===== src/rtl/uart_rx_fifo.sv =====
// UART receive FIFO: single-cycle byte pulses in, FWFT valid/ready out.
// Define UART_RX_FIFO_OVF_CNT_EN to add the saturating ovf_count register/port.
module uart_rx_fifo #(
  parameter int PAYLOAD_BITS = 8,
  parameter int DEPTH_LOG2   = 4,
  parameter int AFULL_LEVEL  = 12
) (
  input  logic                    clk,
  input  logic                    resetn,
  input  logic                    in_valid,
  input  logic                    in_break,
  input  logic [PAYLOAD_BITS-1:0] in_data,
  output logic                    out_valid,
  input  logic                    out_ready,
  output logic [PAYLOAD_BITS-1:0] out_data,
  output logic                    out_break,
  output logic [DEPTH_LOG2:0]     level,
  output logic                    almost_full,
  output logic                    overflow,
  input  logic                    ovf_clear
`ifdef UART_RX_FIFO_OVF_CNT_EN
  ,
  output logic [7:0]              ovf_count
`endif
);

  localparam int DEPTH = 1 << DEPTH_LOG2;
  localparam logic [DEPTH_LOG2:0] DEPTH_L =
    (DEPTH_LOG2+1)'(DEPTH);
  localparam logic [DEPTH_LOG2:0] AFULL_L =
    (DEPTH_LOG2+1)'(AFULL_LEVEL);

  logic [PAYLOAD_BITS:0]   mem_q [DEPTH];
  logic [DEPTH_LOG2-1:0]   rd_q, rd_d;
  logic [DEPTH_LOG2-1:0]   wr_q, wr_d;
  logic [DEPTH_LOG2:0]     level_q, level_d;
  logic                    ovf_q, ovf_d;
  logic                    full;
  logic                    pop;
  logic                    push_ok;
  logic                    drop;

  assign full    = (level_q == DEPTH_L);
  assign pop     = out_valid & out_ready;
  // A simultaneous pop frees a slot, so a full FIFO still accepts.
  assign push_ok = in_valid & (~full | pop);
  assign drop    = in_valid & full & ~pop;

  always_comb begin
    rd_d    = rd_q;
    wr_d    = wr_q;
    level_d = level_q;
    ovf_d   = ovf_q;
    if (pop)     rd_d = rd_q + 1'b1;
    if (push_ok) wr_d = wr_q + 1'b1;
    unique case ({push_ok, pop})
      2'b10:   level_d = level_q + 1'b1;
      2'b01:   level_d = level_q - 1'b1;
      default: level_d = level_q;
    endcase
    if (drop)           ovf_d = 1'b1;
    else if (ovf_clear) ovf_d = 1'b0;
  end

  always_ff @(posedge clk) begin
    if (!resetn) begin
      rd_q    <= '0;
      wr_q    <= '0;
      level_q <= '0;
      ovf_q   <= 1'b0;
    end else begin
      rd_q    <= rd_d;
      wr_q    <= wr_d;
      level_q <= level_d;
      ovf_q   <= ovf_d;
    end
  end

  always_ff @(posedge clk) begin
    if (push_ok) mem_q[wr_q] <= {in_break, in_data};
  end

`ifdef UART_RX_FIFO_OVF_CNT_EN
  logic [7:0] cnt_q, cnt_d;

  always_comb begin
    cnt_d = cnt_q;
    if (drop) begin
      if (ovf_clear)           cnt_d = 8'd1;
      else if (cnt_q != 8'hFF) cnt_d = cnt_q + 8'd1;
    end else if (ovf_clear) begin
      cnt_d = 8'd0;
    end
  end

  always_ff @(posedge clk) begin
    if (!resetn) cnt_q <= 8'd0;
    else         cnt_q <= cnt_d;
  end

  assign ovf_count = cnt_q;
`endif

  assign out_valid   = (level_q != '0);
  assign out_data    = mem_q[rd_q][PAYLOAD_BITS-1:0];
  assign out_break   = mem_q[rd_q][PAYLOAD_BITS];
  assign level       = level_q;
  assign almost_full = (level_q >= AFULL_L);
  assign overflow    = ovf_q;

endmodule

===== config.mk =====
export PLATFORM = sky130hd
export DESIGN_NAME = uart_rx_fifo
export DESIGN_NICKNAME = d
export VERILOG_FILES = /design/src/rtl/uart_rx_fifo.sv
export SDC_FILE = /design/constraint.sdc
export NUM_CORES = 1
export LEC_CHECK = 0
export CORE_UTILIZATION = 45
export CTS_BUF_LIST = sky130_fd_sc_hd__clkbuf_2 sky130_fd_sc_hd__clkbuf_4 sky130_fd_sc_hd__clkbuf_8
export DETAILED_ROUTE_END_ITERATION = 16
export GPL_TIMING_DRIVEN = 0
export HOLD_SLACK_MARGIN = 0.15
export SLEW_MARGIN = 20
export SYNTH_ARGS = -nofsm -noshare
export SYNTH_HDL_FRONTEND = slang
export SYNTH_SLANG_ARGS = --single-unit
export TNS_END_PERCENT = 50

===== constraint.sdc =====
create_clock -name clk -period 2.25 [get_ports clk]
set_input_delay 0.45 -clock clk [delete_from_list [all_inputs] [get_ports clk]]
set_output_delay 0.45 -clock clk [all_outputs]
set_load 0.01 [all_outputs]

## Word-level counts from Yosys, hierarchy flattened

Memories as Yosys holds them, arrays and structs flattened. A register that Yosys moved wholly into a read port is not among the register bits.
Cells that the tools add are included.
Widths: inputs -> output; s select.

- Memories: 1
- Flip-flop bits (word level): 14
- Bits of input ports: 14
- Memory bits (writable): 144
- Logic and storage cells: 30

- Reduce and logical (&&, ||, !) cells: 3
- Bitwise logic cells: 7
- Equal/unequal tests: 3
- Multiplexer cells: 7
- $add $sub $neg: 4
- Order comparisons: 1

Memory list:

| name | depth | bits a word | rd ports | clocked after memory_dff | wr ports | RTL line | source |
|---|---|---|---|---|---|---|---|
| mem_q | 16 | 9 | 1 | 1 | 1 | 33 | `logic [PAYLOAD_BITS:0] mem_q [DEPTH];` |

Operators by type and width:

| cell | number |
|---|---|
| $pmux 5 s2 | 1 |
| $add 4x1->4 const B | 2 |
| $mux 4 | 2 |
| $add 5x1->5 const B | 1 |
| $eq 5x5->1 const B | 1 |
| $ge 5x4->1 const B | 1 |
| $reduce_bool 5->1 | 1 |
| $sub 5x1->5 const B | 1 |
| $and 1x1->1 | 4 |
| $mux 1 | 4 |
| $reduce_bool 2->1 | 2 |
| $eq 2x1->1 const B | 1 |
| $eq 2x2->1 const B | 1 |
| $not 1->1 | 2 |
| $or 1x1->1 | 1 |

## Logic depth before layout (Yosys ltp)

- Word-level depth: 6
- Gate-level depth with buffers: 10
- Gate-level depth less buffers: 8

## Worst setup path after synthesis

OpenSTA, ideal clock, no wires.

- Path kind: reg2reg
- Start point: register level_q[0], in the netlist level[0]
- End point: memory mem_q[0][0] (netlist bit) (enable)
- Cell stages (with the launch flop): 6
- Slack: 0.017 ns
- Arrival time: 1.847 ns
- Setup time: 0.387 ns
- Clock period less this slack: 2.233 ns
- Path buffers: 1
- Cells stage by stage: dfxtp_1 > or4_4 > buf_6 > o21a_1 > nand2_1 > nor3_1

- Longest elaborated chain between the ends: 6
- Elaborated cells between the ends (all ways): 8

RTL lines:

| element | RTL line | source |
|---|---|---|
| start: declaration | 36 | `logic [DEPTH_LOG2:0] level_q, level_d;` |
| start signal: assignment | 74 | `level_q <= level_d;` |
| $reduce_bool 5->1 / $eq 5x5->1 (equally long branches) | 104, 43 |  |
| $and 1x1->1 / $not 1->1 (equally long branches) | 44, 46 |  |
| $or 1x1->1 (*) | 46 | `assign push_ok = in_valid & (~full \| pop);` |
| $and 1x1->1 (*) | 46 |  |
| $mux 1 (*) | 80 | `if (push_ok) mem_q[wr_q] <= {in_break, in_data};` |
| $mux 1 (not written as such) (*) | 80 |  |
| end: declaration | 33 |  |

Mark *: on every way between the ends. The rest lies on a longest branch, timed or not.

==> results.py <==
metrics = {
    "cts": {
        "postCtsHoldBufs": 0,
        "cts_buffer_depth": 2,
        "htreeDepth": 4,
        "cts_sinks": 162,
        "clk_pin_slew_ps": 80,
        "cts-root-buf": "clkbuf_8",
        "numCtsBuffers": 17,
        "cts_tree": "yes",
        "clkLatencyLatePin_ps": 450,
    },
    "setup_path": {
        "max_stage_delay_ps": 530,
        "crit_type": "reg -> out",
        "arrival_ps": 2350,
        "critical_path.cell_chain": "buf_12 -> buf_12 -> buf_6 -> mux4_2 -> mux4_2 -> buf_6",
        "critPathMaxFanout": 8,
        "worstSetupStartpointType": "flop",
        "cp_data_required_time_ps": 1800,
        "cp_slowest_cell": "mux4_2",
        "critPathCaptureType": "output port",
    },
    "routing": {
        "wl_met3_um": 807,
        "met2_length_um": 6600,
        "drtPass1Iterations": 4,
        "drcViolationCount": 0,
        "wl_met1_um": 6020,
        "vias": 3293,
        "via_per_inst": 5.52,
        "wl_um": 13600,
        "antenna_left": 0,
        "first_iter_violations": 391,
        "routed.top_layer": "met4",
        "wl_per_cell_um": 22.7,
    },
    "job": {
        "cap_viol_max_count": 0,
    },
    "timing": {
        "worst-slew-pin-transition_ps": 719,
        "max_slew_margin_pct": 52.0,
        "slew_viol_final": 0,
        "setup_viol": 9,
        "period_share_pct": 124,
        "final.min_clock_period_ps": 2800,
        "rsz0062_at_grt": "true",
        "fmax_ghz": 0.357,
        "setup_tns_ps": -4650,
        "setup_ws_ps": -549,
        "finalHoldViolCount": 0,
        "skew_ps": 10.2,
    },
    "cells_and_area": {
        "final_common_cell": "edfxtp_1",
        "syn_to_final_growth_pct": 21.6,
        "multi_input_area_sq_um": 1860,
        "layout.nets": 424,
        "diodes": 0,
        "n_fill_cell": 1065,
        "seq_area_sq_um": 4700,
        "drive_gt1_share_pct": 38.1,
        "final_cell_mix": "144 x edfxtp_1, 40 x mux4_2, 25 x buf_4",
    },
    "pwr": {
        "p_leak_nw": 2.59,
        "irDropWorstVdd_v": 0.000724,
        "p_per_area_nw_per_um2": 940,
        "power_mw": 7.50,
    },
    "global_routing": {
        "antenna_found_initial": 0,
        "grt_pass1_wl_um": 20500,
        "grt_pass1_vias": 3293,
        "track_usage_pct": 19.7,
        "grt_max_degree": 17,
        "grt_overflow": 0,
    },
    "outcome": {
        "violations": "setup timing",
        "outcome": "finished, violations left",
    },
    "synthesis": {
        "synth_area_leader_cell": "edfxtp_1",
        "seq_area_frac_synth_pct": 71.4,
        "ys_types": 34,
        "syn_nets": 345,
        "synthTopCellsByArea": "edfxtp_1 66%, mux4_1 8.8%, mux4_2 7.9%, dfxtp_1 5.5%, nor2_1 1.4%",
        "synth_seq_cells": 162,
        "syn_area_sq_um": 6560,
        "syn_area_per_cell_sq_um": 20.2,
        "postSynthCellCount": 325,
        "yosys_warnings": 0,
        "synth_top_area_share_pct": 65.9,
    },
    "placed_design": {
        "place_congestion": 0.778,
        "dp_hpwl_um": 8450,
        "io_buffers": 30,
    },
    "floorplanning": {
        "initial_utilization_pct": 46.7,
        "fp.dieArea_sq_um": 15100,
        "core.rowCount": 43,
        "core_area_sq_um": 14000,
        "pin_count": 31,
        "die_x_um": 123,
        "die_h_um": 123,
    },
    "hold_path": {
        "min_path_type": "reg -> reg",
    },
}
repair_timing:
action                     in CTS  in global routing
gates cloned                    2                  1
pin swaps                       0                 10
setup endpoints to repair     114                129
gates resized for setup       107                 28
hold endpoints to repair        0                  0
buffers inserted                9                 20
worst paths after layout:
| kind | startpoint | to | slack (ps) | depth (start not counted) |
|---|---|---|---|---|
| worst max-delay path | flop | out_data[3] | -550 | 6 |
| worst min-delay path | level[4]$_SDFFE_PN0P_ | level[4]$_SDFFE_PN0P_ | 560 | 2 |
| worst max register to register | level[1]$_SDFFE_PN0P_ | level[4]$_SDFFE_PN0P_ | 80 | 8 |
| worst min register to register | level[4]$_SDFFE_PN0P_ | level[4]$_SDFFE_PN0P_ | 560 | 2 |
logic make-up (layout without fill, tap and decap cells):
| kind of cell | count (synthesis) | after routing | share of synthesized area [%] |
|---|---|---|---|
| mux | 52 | 52 | 17.8 |
| compound gates | 16 | 16 | 2.16 |
| fa+ha+maj | 6 | 6 | 1.14 |
| flops | 162 | 162 | 71.4 |
| xor+xnor | 6 | 6 | 0.801 |
| buf+inv | 20 | 112 | 1.91 |
| simple gates | 63 | 63 | 4.79 |
cells in the mapped netlist:
cell type / number
a21boi_0: 1
a21oi_1: 3
a22oi_1: 3
and3_1: 1
buf_1: 4
buf_2: 1
buf_4: 1
buf_6: 6
clkbuf_1: 4
dfxtp_1: 18
edfxtp_1: 144
ha_1: 6
inv_1: 4
mux2_2: 1
mux2i_1: 6
mux4_1: 22
mux4_2: 23
nand2_1: 11
nand2b_1: 6
nand3_1: 3
nand4_1: 3
nor2_1: 24
nor2b_1: 4
nor3_1: 8
nor4_4: 1
o211ai_1: 2
o211ai_4: 1
o21a_1: 3
o21ai_0: 1
o21ai_4: 2
or4_1: 1
or4_4: 1
xnor2_1: 2
xor2_1: 4
registers in the layout, indices dropped and copies added (netlist names), named ones only:
| register | flops |
|---|---|
| wr_q | 4 |
| rd_q | 4 |
| mem_q | 144 |
| overflow | 1 |
| level | 5 |
layout make-up:
type	count	share of cell area (%)
sequential	162	58.9
timing repair buffer	65	8.35
buffer	11	1.52
inverter	4	0.188
clock inverter	7	1.05
tap	180	2.82
clock buffer	25	3.84
multi-input combinational	143	23.3
through the flow:
| stage | instance area, sq um | hold slack, ps | worst slack (ps) | utilization (%) | instances |
|---|---|---|---|---|---|
| final | 7970 | 556 | -549 | 56.8 | 597 |
| after global routing | 7970 | 591 | -614 | 56.8 | 597 |
| after CTS | 7770 | 563 | -586 | 55.3 | 580 |
| after detailed placement | 7140 | 560 | -981 | 50.9 | 539 |
| after global placement | 7090 | 549 | -1380 | 50.5 | 535 |
| after floorplan | 6560 | 507 | 16.7 | - | 325 |
report_power, final:
part / total [mW] / switching [mW] / internal, mW
Sequential: 3.49 / 0.113 / 3.38
Combinational: 1.92 / 0.827 / 1.09
Clock: 2.09 / 0.980 / 1.11
metal layers:
metal,global-route usage [%],vias up
met5,0,-
met4,7.85,0
met3,4.74,14
met2,30.2,113
met1,27.3,1680
li1,-,1486
critical path, delay by kind of cell, from the launching register on:
kind                   cells  cell delay [ps]
DFF                        1              350
muxes                      2             1020
buffers and inverters      4              530
Power figures use the tool's default switching activity.
